### config.mk
export PLATFORM = sky130hd
export DESIGN_NAME = fp_mult_sched
export DESIGN_NICKNAME = d
export VERILOG_FILES = /design/src/rtl/fp_mult_sched.sv
export SDC_FILE = /design/constraint.sdc
export NUM_CORES = 1
export LEC_CHECK = 0
export CAP_MARGIN = 20
export CORE_MARGIN = 2
export CORE_UTILIZATION = 41
export CTS_CLUSTER_SIZE = 16
export DETAILED_ROUTE_END_ITERATION = 10
export GPL_ROUTABILITY_DRIVEN = 0
export PLACE_DENSITY = 0.84
export SYNTH_ARGS = -nofsm -noshare
export SYNTH_HDL_FRONTEND = slang
export SYNTH_SLANG_ARGS = --single-unit
### constraint.sdc
create_clock -name CLK -period 6.69 [get_ports CLK]
set_input_delay 1.338 -clock CLK [delete_from_list [all_inputs] [get_ports CLK]]
set_output_delay 1.338 -clock CLK [all_outputs]
set_load 0.005 [all_outputs]
### src/rtl/fp_mult_sched.sv
// Round-robin two-requester front end for the shared multi-cycle FP32 multiplier core.
// Accepts one operand pair, loads the core, waits out its latency and returns a tagged response.
module fp_mult_sched #(
    parameter int unsigned MULT_CYCLES = 26,
    parameter int unsigned TAG_W       = 4
) (
    input  logic             CLK,
    input  logic             RST,

    input  logic             req0_valid,
    output logic             req0_ready,
    input  logic [31:0]      req0_a,
    input  logic [31:0]      req0_b,
    input  logic [TAG_W-1:0] req0_tag,

    input  logic             req1_valid,
    output logic             req1_ready,
    input  logic [31:0]      req1_a,
    input  logic [31:0]      req1_b,
    input  logic [TAG_W-1:0] req1_tag,

    output logic             resp_valid,
    input  logic             resp_ready,
    output logic             resp_id,
    output logic [TAG_W-1:0] resp_tag,
    output logic [31:0]      resp_result,
    output logic             resp_overflow,
    output logic             resp_underflow,

    output logic             core_load,
    output logic [31:0]      core_a,
    output logic [31:0]      core_b,
    input  logic [31:0]      core_result,
    input  logic             core_overflow,
    input  logic             core_underflow,

    output logic             busy,
    output logic [15:0]      op_count
);

    localparam int unsigned CNT_W   = 8;
    localparam int unsigned OP_W    = 32;
    localparam int unsigned OPCNT_W = 16;

    typedef enum logic [1:0] {
        IDLE = 2'd0,
        LOAD = 2'd1,
        BUSY = 2'd2,
        RESP = 2'd3
    } state_t;

    state_t            state_q;
    state_t            state_d;
    logic              last_gnt_q;
    logic [CNT_W-1:0]  cnt_q;
    logic [OP_W-1:0]   a_q;
    logic [OP_W-1:0]   b_q;
    logic [TAG_W-1:0]  tag_q;
    logic              id_q;

    logic              gnt_id;
    logic              accept;
    logic              capture;
    logic              resp_fire;

    // Next-state, grant and handshake decode
    always_comb begin
        state_d    = state_q;
        req0_ready = 1'b0;
        req1_ready = 1'b0;
        gnt_id     = 1'b0;
        accept     = 1'b0;
        capture    = 1'b0;
        resp_fire  = 1'b0;
        case (state_q)
            IDLE: begin
                // Contention goes to whoever did not win last time
                if (req0_valid && req1_valid) begin
                    gnt_id = ~last_gnt_q;
                end else begin
                    gnt_id = req1_valid;
                end
                req0_ready = req0_valid && !gnt_id;
                req1_ready = req1_valid && gnt_id;
                accept     = req0_valid || req1_valid;
                if (accept) begin
                    state_d = LOAD;
                end
            end
            LOAD: begin
                state_d = BUSY;
            end
            BUSY: begin
                if (cnt_q == '0) begin
                    capture = 1'b1;
                    state_d = RESP;
                end
            end
            RESP: begin
                if (resp_ready) begin
                    resp_fire = 1'b1;
                    state_d   = IDLE;
                end
            end
            default: begin
                state_d = IDLE;
            end
        endcase
    end

    always_ff @(posedge CLK or posedge RST) begin
        if (RST) begin
            state_q <= IDLE;
        end else begin
            state_q <= state_d;
        end
    end

    // Status outputs registered from the next state so they track the FSM exactly
    always_ff @(posedge CLK or posedge RST) begin
        if (RST) begin
            busy       <= 1'b0;
            resp_valid <= 1'b0;
            core_load  <= 1'b0;
        end else begin
            busy       <= (state_d != IDLE);
            resp_valid <= (state_d == RESP);
            core_load  <= (state_d == LOAD);
        end
    end

    always_ff @(posedge CLK or posedge RST) begin
        if (RST) begin
            last_gnt_q     <= 1'b1;
            cnt_q          <= '0;
            a_q            <= '0;
            b_q            <= '0;
            tag_q          <= '0;
            id_q           <= 1'b0;
            resp_id        <= 1'b0;
            resp_tag       <= '0;
            resp_result    <= '0;
            resp_overflow  <= 1'b0;
            resp_underflow <= 1'b0;
            op_count       <= '0;
        end else begin
            if (accept) begin
                a_q        <= gnt_id ? req1_a : req0_a;
                b_q        <= gnt_id ? req1_b : req0_b;
                tag_q      <= gnt_id ? req1_tag : req0_tag;
                id_q       <= gnt_id;
                last_gnt_q <= gnt_id;
            end
            if (state_q == LOAD) begin
                cnt_q <= CNT_W'(MULT_CYCLES - 1);
            end else if (state_q == BUSY && cnt_q != '0) begin
                cnt_q <= cnt_q - CNT_W'(1);
            end
            if (capture) begin
                resp_id        <= id_q;
                resp_tag       <= tag_q;
                resp_result    <= core_result;
                resp_overflow  <= core_overflow;
                resp_underflow <= core_underflow;
            end
            if (resp_fire) begin
                op_count <= op_count + OPCNT_W'(1);
            end
        end
    end

    assign core_a = a_q;
    assign core_b = b_q;

endmodule

==> flow_metrics.py, run 1 <==
metrics = {
    "drt": {
        "routed_wl_um": 17100,
        "vias_per_cell": 5.03,
        "drcViolationCount": 0,
        "detail-route-antenna-nets": 0,
        "firstDrtPassIters": 5,
        "drt-initial-drc-count": 202,
        "vias": 5051,
        "wl_per_cell_um": 17.1,
    },
    "cts": {
        "cts_max_path_buffers": 2,
        "root_buffer": "clkbuf_16",
        "cts_tree": "yes",
        "cts_made_buffers": 17,
        "worstSkewPairLatency_ns": 0.41,
        "cts_resized": 0,
        "cts_setup_buffers": 0,
        "clock-sinks": 138,
        "path_clk_slew_ns": 0.05,
        "cts_hold_buf": 0,
        "cts_max_level": 4,
    },
    "timing": {
        "worstMarginPinSlew_ns": 0.904,
        "timing.final.crit_share_pct": 63.4,
        "maxSlewHeadroom_pct": 39.7,
        "finalMaxSlewViolations": 0,
        "rsz0062_at_grt": "no",
        "fin_setup_tns_ns": 0,
        "setup_viol": 0,
        "max_freq_ghz": 0.236,
        "final-hold-violation-count": 0,
        "clock_skew_ns": 0.00651,
        "min_period_ns": 4.24,
    },
    "synth": {
        "ys_types": 39,
        "dominantRegCellSynth": "dfrtp_1",
        "synth_cells": 518,
        "avgSynthCellArea_um2": 11.6,
        "synth_edf_count": 0,
        "synth.yosys.warnings": 0,
        "synthArstFlopShare_pct": 100,
        "ys_seq_area_share_pct": 57.4,
        "ys_ff_latch": 138,
        "syn_area_mm2": 0.00602,
        "syn_nets": 695,
    },
    "placement": {
        "dp_hpwl_um": 12600,
        "place.port_buffers": 298,
    },
    "cells_and_area": {
        "layout_commonest_cell": "clkdlybuf4s50_1",
        "final_cell_mix": "clkdlybuf4s50_1 (298), dfrtp_1 (137), nand2_1 (85)",
        "drive_above_1_share_pct": 10.2,
        "num-nets-final": 984,
        "syn2layout_area_growth_pct": 62.9,
        "num_antenna_cells": 0,
        "final_core_util_pct": 68.0,
    },
    "worst_setup_path": {
        "path_max_fanout": 18,
        "worstSetupEndpointType": "output pin",
        "slowest_delay_ns": 0.61,
        "path_class": "input pin to output pin",
        "worstPathRequired_ns": 5.35,
        "arrival_ns": 2.91,
        "critical-path-top-delay-family": "buffers and inverters",
        "cp-start-kind": "input pin",
        "cp_cell_sequence": "clkdlybuf4s50_1, nand3_4, inv_1, clkdlybuf4s50_1",
        "cp_common_cell": "clkdlybuf4s50_1",
        "reg2reg_setup_slack_ns": 3.99,
        "crit_buf_inv": 3,
        "cp_slowest_cell": "clkdlybuf4s50_1",
    },
    "min_path": {
        "hold_path.class": "register to register",
    },
    "floorplan": {
        "ios": 299,
        "core_mm2": 0.0144,
        "dieArea_mm2": 0.0157,
        "die_w_um": 125,
        "initial_core_util_pct": 41.8,
        "num_rows": 44,
        "fp.dieH_um": 125,
    },
    "global_routing": {
        "antenna_found_initial": 0,
        "grt_max_degree": 100,
        "globalRouteTotalUtil_pct": 22.0,
        "grt_overflow": 0,
        "grt_pass1_wl_um": 27400,
        "grt_pass1_vias": 5381,
    },
    "pwr": {
        "p_leak_nw": 4.57,
        "p_per_area_mw_per_mm2": 402,
        "irDropWorstVdd_mv": 0.173,
        "power.total_mw": 3.95,
    },
    "job": {
        "maxCapViolCount": 0,
    },
    "status": {
        "status": "finished clean",
    },
}
[worst reg2reg max path, cell delays in order (launching register included)]
cell     delay (ns)
dfrtp_1        0.66
nor2_1         0.31
nand3_4        0.34
buf_4          0.76
mux2i_1        0.36
o21ai_0        0.11
[power breakdown]
part | internal (mW) | total [mW] | switching, mW
sequential | 1.20 | 1.44 | 0.241
combinational | 0.916 | 1.49 | 0.571
clock | 0.670 | 1.02 | 0.351
[layout make-up]
cell class,instances,area (um^2)
inverter,9,38.8
fill,1075,4610
tap,184,230
multi-input combinational,339,2410
clock buffer,20,447
sequential,138,3450
clock inverter,12,196
timing repair buffer,302,3030
[sequential cells by signal, summed over array words and instances (netlist names)]
register	flops
resp_valid	1
last_gnt_q	1
busy	1
resp_result	32
resp_overflow	1
id_q	1
resp_underflow	1
resp_id	1
core_b	32
state_q	2
core_load	1
resp_tag	4
cnt_q	8
tag_q	4
core_a	32
op_count	16
[stage by stage]
step           cells  worst slack, ns  cell area [um^2]  hold slack (ns)
2_1_floorplan    518             1.66              6020            0.443
3_3_place_gp     971             2.48              9140            0.458
3_5_place_dp     971             2.46              9140            0.459
4_1_cts         1003             2.45              9780            0.479
5_1_grt         1004             2.38              9810            0.505
6_report        1004             2.45              9810            0.472
[logic make-up after synthesis]
logic type      share of synthesized area [%]
buf+inv                                  3.01
xor+xnor                                 2.33
compound gates                           7.87
flops                                    57.4
mux                                      19.8
simple gates                             9.24
fa+ha+maj                               0.415
[Yosys cell counts (all sizes together), types with 3 or more instances]
| master | number | area (um^2) |
|---|---|---|
| nand2 | 85 | 319 |
| clkbuf | 20 | 75.1 |
| a21oi | 4 | 20.0 |
| dfrtp | 137 | 3430 |
| inv | 9 | 33.8 |
| nand3 | 14 | 75.1 |
| mux2 | 42 | 510 |
| o21ai | 73 | 365 |
| nor2 | 7 | 26.3 |
| nand4 | 3 | 18.8 |
| buf | 12 | 72.6 |
| o31ai | 3 | 22.5 |
| xnor2 | 14 | 123 |
| mux2i | 68 | 681 |
[routing by layer]
metal | track usage [%] | share of wire, %
met1 | 24.6 | 38
met2 | 39.4 | 52
met3 | 7.32 | 7.4
met4 | 7.91 | 2.0
met5 | 0 | 0
[path summary, 6_finish.rpt]
check / startpoint / to / depth (start not counted)
max in group asynchronous: RST / cnt_q[1]$_DFFE_PP0P_ / 3
setup / recovery: req1_valid / req1_ready / 4
min in group asynchronous: RST / op_count[6]$_DFFE_PP0P_ / 2
hold reg to reg: tag_q[0]$_DFFE_PP0P_ / tag_q[0]$_DFFE_PP0P_ / 2
setup reg to reg: state_q[0]$_DFF_PP0_ / core_b[31]$_DFFE_PP0P_ / 5
hold / removal: tag_q[0]$_DFFE_PP0P_ / tag_q[0]$_DFFE_PP0P_ / 2
Note: power is estimated with default switching activity, not from simulation.
==> run 2: changes to the inputs <==
--- a/config.mk
+++ b/config.mk
@@ -7,11 +7,11 @@
 export LEC_CHECK = 0
 export CAP_MARGIN = 20
 export CORE_MARGIN = 2
-export CORE_UTILIZATION = 41
+export CORE_UTILIZATION = 37
 export CTS_CLUSTER_SIZE = 16
 export DETAILED_ROUTE_END_ITERATION = 10
 export GPL_ROUTABILITY_DRIVEN = 0
-export PLACE_DENSITY = 0.84
+export PLACE_DENSITY = 0.8
 export SYNTH_ARGS = -nofsm -noshare
 export SYNTH_HDL_FRONTEND = slang
 export SYNTH_SLANG_ARGS = --single-unit
==> constraint.sdc (replaced) <==
create_clock -name CLK -period 3.6 [get_ports CLK]
set_input_delay 0.72 -clock CLK [delete_from_list [all_inputs] [get_ports CLK]]
set_output_delay 0.72 -clock CLK [all_outputs]
set_load 0.005 [all_outputs]
==> flow_metrics.py, run 2 (synthesized netlist as in run 1, its figures left out) <==
metrics = {
    "floorplan": {
        "ios": 299,
        "dieArea_mm2": 0.0173,
        "core_mm2": 0.0159,
        "num_rows": 46,
        "die_w_um": 132,
        "fp.dieH_um": 132,
        "initial_core_util_pct": 37.9,
    },
    "cts": {
        "cts_max_level": 4,
        "worstSkewPairLatency_ns": 0.41,
        "cts_hold_buf": 0,
        "cts_tree": "yes",
        "clock-sinks": 138,
        "path_clk_slew_ns": 0.06,
        "cts_made_buffers": 17,
        "root_buffer": "clkbuf_16",
        "cts_setup_buffers": 0,
        "cts_max_path_buffers": 2,
        "cts_resized": 0,
    },
    "timing": {
        "final-hold-violation-count": 0,
        "min_period_ns": 2.99,
        "clock_skew_ns": 0.00839,
        "timing.final.crit_share_pct": 83.1,
        "maxSlewHeadroom_pct": 35.8,
        "fin_setup_tns_ns": 0,
        "finalMaxSlewViolations": 0,
        "setup_viol": 0,
        "max_freq_ghz": 0.334,
        "rsz0062_at_grt": "no",
        "worstMarginPinSlew_ns": 0.961,
    },
    "pwr": {
        "irDropWorstVdd_mv": 0.310,
        "p_leak_nw": 4.63,
        "p_per_area_mw_per_mm2": 744,
    },
    "global_routing": {
        "gr-usage-met1_pct": 21.6,
        "grt_overflow": 0,
        "top_usage_layer": "met2",
        "grt.met2_usage_pct": 32.7,
        "antenna_found_initial": 0,
        "grt_pass1_wl_um": 26500,
        "grt_max_degree": 71,
        "grt_pass1_vias": 5085,
        "globalRouteTotalUtil_pct": 19.4,
        "grt_use_met3_pct": 8.68,
    },
    "cells_and_area": {
        "final_cells": 1039,
        "regArea_mm2": 0.00345,
        "syn2layout_area_growth_pct": 65.2,
        "num_antenna_cells": 0,
        "layout_commonest_cell": "clkdlybuf4s50_1",
        "nFillCells": 1336,
        "multiInputGateArea_mm2": 0.00241,
        "drive_above_1_share_pct": 10.6,
        "final_cell_mix": "clkdlybuf4s50_1 (298), dfrtp_1 (137), nand2_1 (85)",
        "num-nets-final": 987,
    },
    "drt": {
        "vias": 4946,
        "routed_wl_um": 16500,
        "firstDrtPassIters": 4,
        "drt-initial-drc-count": 159,
        "detail-route-antenna-nets": 0,
        "vias_per_cell": 4.76,
        "drcViolationCount": 0,
        "wl_per_cell_um": 15.9,
    },
    "worst_setup_path": {
        "path_class": "register to output pin",
        "path_max_fanout": 19,
        "worstSetupStartpoint": "state_q[0]$_DFF_PP0_",
        "worstPathRequired_ns": 2.88,
        "arrival_ns": 2.27,
        "r2r_start": "cnt_q[0]$_DFFE_PP0P_",
        "cp-start-kind": "register",
        "worstSetupEndpointType": "output pin",
    },
    "min_path": {
        "hold_path.class": "register to register",
        "hold_start": "op_count[15]$_DFFE_PP0P_",
    },
    "placement": {
        "place_inst": 1007,
        "dp_hpwl_um": 12300,
        "place.port_buffers": 298,
    },
    "status": {
        "status": "finished clean",
    },
    "job": {
        "maxCapViolCount": 0,
    },
}
run 2: worst paths after layout:
kind,endpoint,slack [ns],cells past startpoint
setup / recovery,req0_ready,0.61,4
min in group asynchronous,id_q$_DFFE_PP0P_,0.87,2
max in group asynchronous,core_load$_DFF_PP0_,2.01,3
hold reg to reg,op_count[15]$_DFFE_PP0P_,0.47,1
hold / removal,op_count[15]$_DFFE_PP0P_,0.47,1
setup reg to reg,resp_result[3]$_DFFE_PP0P_,1.36,7
run 2: area by class of cell:
class / count / share of cell area, %
flip-flops and latches: 138 / 34.7
repair buffers: 305 / 31.1
multi-input cells: 339 / 24.2
clock buffers: 21 / 4.63
well taps: 216 / 2.72
clock inverters: 11 / 2.18
inverters: 9 / 0.377
run 2: where the power goes:
| part | switching (mW) | internal, mW | total [mW] |
|---|---|---|---|
| Sequential | 0.420 | 2.23 | 2.65 |
| Clock | 0.644 | 1.34 | 1.98 |
| Combinational | 1.04 | 1.73 | 2.78 |
| Total | 2.11 | 5.30 | 7.40 |
run 2: worst max-delay path: stages, from the launching register on:
cell	delay [ns]
dfrtp_1	0.57
nor2_1	0.54
nand2_1	0.11
a21oi_1	0.14
clkdlybuf4s50_1	0.51
run 2: metrics by stage:
| step | cell area, um^2 | power, mW | util (%) | setup WS [ns] | hold slack (ns) |
|---|---|---|---|---|---|
| after global placement | 9270 | 5.36 | 58.4 | 0.891 | 0.458 |
| after floorplan | 6030 | 3.72 | - | 1.16 | 0.443 |
| final | 9950 | 7.40 | 62.6 | 0.607 | 0.470 |
| after CTS | 9950 | 7.51 | 62.6 | 0.576 | 0.475 |
| after global routing | 9950 | 7.87 | 62.6 | 0.449 | 0.492 |
| after detailed placement | 9270 | 5.47 | 58.4 | 0.879 | 0.466 |
run 2: routing by layer:
metal  share of wire [%]  vias to the layer above
li1                    -                     2384
met1                  38                     2336
met2                  51                      205
met3                 9.1                       21
met4                 1.8                        0
met5                   0                        -
==> run 3: changes to the inputs <==
--- a/config.mk
+++ b/config.mk
@@ -7,11 +7,11 @@
 export LEC_CHECK = 0
 export CAP_MARGIN = 20
 export CORE_MARGIN = 2
-export CORE_UTILIZATION = 37
+export CORE_UTILIZATION = 41
 export CTS_CLUSTER_SIZE = 16
 export DETAILED_ROUTE_END_ITERATION = 10
 export GPL_ROUTABILITY_DRIVEN = 0
-export PLACE_DENSITY = 0.8
+export PLACE_DENSITY = 0.84
 export SYNTH_ARGS = -nofsm -noshare
 export SYNTH_HDL_FRONTEND = slang
 export SYNTH_SLANG_ARGS = --single-unit
==> constraint.sdc (replaced) <==
create_clock -name CLK -period 3.1 [get_ports CLK]
set_input_delay 0.62 -clock CLK [delete_from_list [all_inputs] [get_ports CLK]]
set_output_delay 0.62 -clock CLK [all_outputs]
set_load 0.005 [all_outputs]
==> flow_metrics.py, run 3 (synthesized netlist as in run 1, its figures left out) <==
metrics = {
    "status": {
        "status": "finished clean",
    },
    "min_path": {
        "hold_start": "id_q$_DFFE_PP0P_",
        "hold_path_end": "id_q$_DFFE_PP0P_",
        "hold_path.class": "register to register",
        "hold_depth": 2,
    },
    "cts": {
        "cts_tree": "yes",
        "clock-sinks": 138,
        "cts_setup_buffers": 0,
        "cts_max_path_buffers": 2,
        "cts_made_buffers": 17,
        "root_buffer": "clkbuf_16",
        "cts_max_level": 4,
        "cts_resized": 0,
        "worstSkewPairLatency_ns": 0.41,
        "cts_hold_buf": 0,
        "path_clk_slew_ns": 0.05,
    },
    "timing": {
        "fin_setup_tns_ns": 0,
        "max_freq_ghz": 0.377,
        "rsz0062_at_grt": "no",
        "timing.final.crit_share_pct": 85.5,
        "worst_slack_ns": 0.450,
        "worstMarginPinSlew_ns": 0.724,
        "finalMaxSlewViolations": 0,
        "clock_skew_ns": 0.00723,
        "final-hold-violation-count": 0,
        "hold_slack_ns": 0.474,
        "setup_viol": 0,
        "maxSlewHeadroom_pct": 51.7,
        "min_period_ns": 2.65,
    },
    "worst_setup_path": {
        "crit_buf_inv": 2,
        "slowest_delay_ns": 0.57,
        "cp-start-kind": "register",
        "r2r_start": "cnt_q[1]$_DFFE_PP0P_",
        "arrival_ns": 2.03,
        "critical-path-top-delay-family": "buffers and inverters",
        "cp_slowest_cell": "dfrtp_1",
        "cp_cell_sequence": "nor2_1, buf_4, nand2_1, a21oi_1, clkdlybuf4s50_1",
        "worst_r2r_path_depth": 7,
        "reg2reg_setup_slack_ns": 0.90,
        "path_class": "register to output pin",
        "path_max_fanout": 19,
        "r2r-end": "resp_result[5]$_DFFE_PP0P_",
        "worstPathRequired_ns": 2.48,
        "worstSetupEndpointType": "output pin",
    },
    "global_routing": {
        "grt_overflow": 0,
        "antenna_found_initial": 0,
        "globalRouteTotalUtil_pct": 21.9,
        "grt_max_degree": 142,
        "grt_pass1_vias": 5394,
        "grt_pass1_wl_um": 27500,
    },
    "drt": {
        "vias_per_cell": 4.96,
        "vias": 4988,
        "drt-initial-drc-count": 187,
        "wl_per_cell_um": 16.9,
        "wl_met2_um": 8800,
        "routed_wl_um": 17000,
        "highest_layer": "met4",
        "m1WireLength_um": 6340,
        "detail-route-antenna-nets": 0,
        "firstDrtPassIters": 4,
        "drcViolationCount": 0,
        "met3_length_um": 1500,
    },
    "job": {
        "maxCapViolCount": 0,
    },
    "floorplan": {
        "fp.dieH_um": 125,
        "dieArea_mm2": 0.0157,
        "core_mm2": 0.0144,
        "die_w_um": 125,
        "num_rows": 44,
        "initial_core_util_pct": 41.8,
        "ios": 299,
    },
    "placement": {
        "place.port_buffers": 298,
        "preCtsSetupSlack_ns": 0.578,
        "dp_hpwl_um": 12500,
    },
    "cells_and_area": {
        "num_antenna_cells": 0,
        "final_cell_mix": "clkdlybuf4s50_1 (298), dfrtp_1 (137), nand2_1 (85)",
        "drive_above_1_share_pct": 10.4,
        "syn2layout_area_growth_pct": 63.2,
        "layout_commonest_cell": "clkdlybuf4s50_1",
        "num-nets-final": 985,
    },
    "pwr": {
        "power.total_mw": 8.46,
        "p_leak_nw": 4.58,
        "irDropWorstVdd_mv": 0.441,
        "p_per_area_mw_per_mm2": 861,
    },
}
==> run 3: changes by cell type in the layout (fill, tap and decap cells not counted), sizes merged <==
cell,before,now
buf,7,5
bufinv,6,4
clkbuf,21,22
clkinv,5,3
clkinvlp,1,4
==> run 3: through the flow <==
| stage | utilization (%) | area, um^2 | instances |
|---|---|---|---|
| finish | 68.2 | 9830 | 1005 |
| global route | 68.2 | 9830 | 1005 |
| CTS | 68.2 | 9830 | 1005 |
| detailed placement | 63.7 | 9190 | 973 |
| global placement | 63.7 | 9190 | 973 |
| floorplan | - | 6030 | 518 |
==> run 3: layer usage <==
metal  vias up  global-route usage, %
li1       2377                      -
met1      2384                   24.2
met2       201                   38.9
met3        26                   8.39
met4         0                   7.25
met5         -                      0
==> run 3: worst max path at each step <==
stage | slack [ns] | endpoint | cells after the start | startpoint
after detailed placement | 0.58 | req1_ready | 4 | req1_valid
after CTS | 0.44 | req0_ready | 5 | state_q[0]$_DFF_PP0_
after floorplan | 0.76 | busy$_DFF_PP0_ | 1 | RST
after global routing | 0.33 | req0_ready | 5 | state_q[0]$_DFF_PP0_
final | 0.45 | req0_ready | 5 | state_q[0]$_DFF_PP0_
after global placement | 0.60 | req1_ready | 4 | req1_valid
==> run 3: final cells by class <==
class	instances	area [um^2]
Timing Repair Buffer	303	3060
Inverter	9	37.5
Sequential cell	138	3450
Clock inverter	10	165
Tap cell	184	230
Fill cell	1088	4590
Clock buffer	22	474
Multi-Input combinational cell	339	2410
==> run 3: power by group <==
group / switching, mW / internal (mW)
clock: 0.741 / 1.41
sequential: 0.513 / 2.59
combinational: 1.22 / 2.00
total: 2.47 / 5.99
==> run 3: worst register-to-register path, stage by stage, from the launching register on <==
cell     delay [ns]
dfrtp_1        0.41
inv_1          0.08
ha_1           0.25
nor4b_4        0.34
and2_4         0.23
nand3_2        0.07
buf_4          0.32
mux2_4         0.40
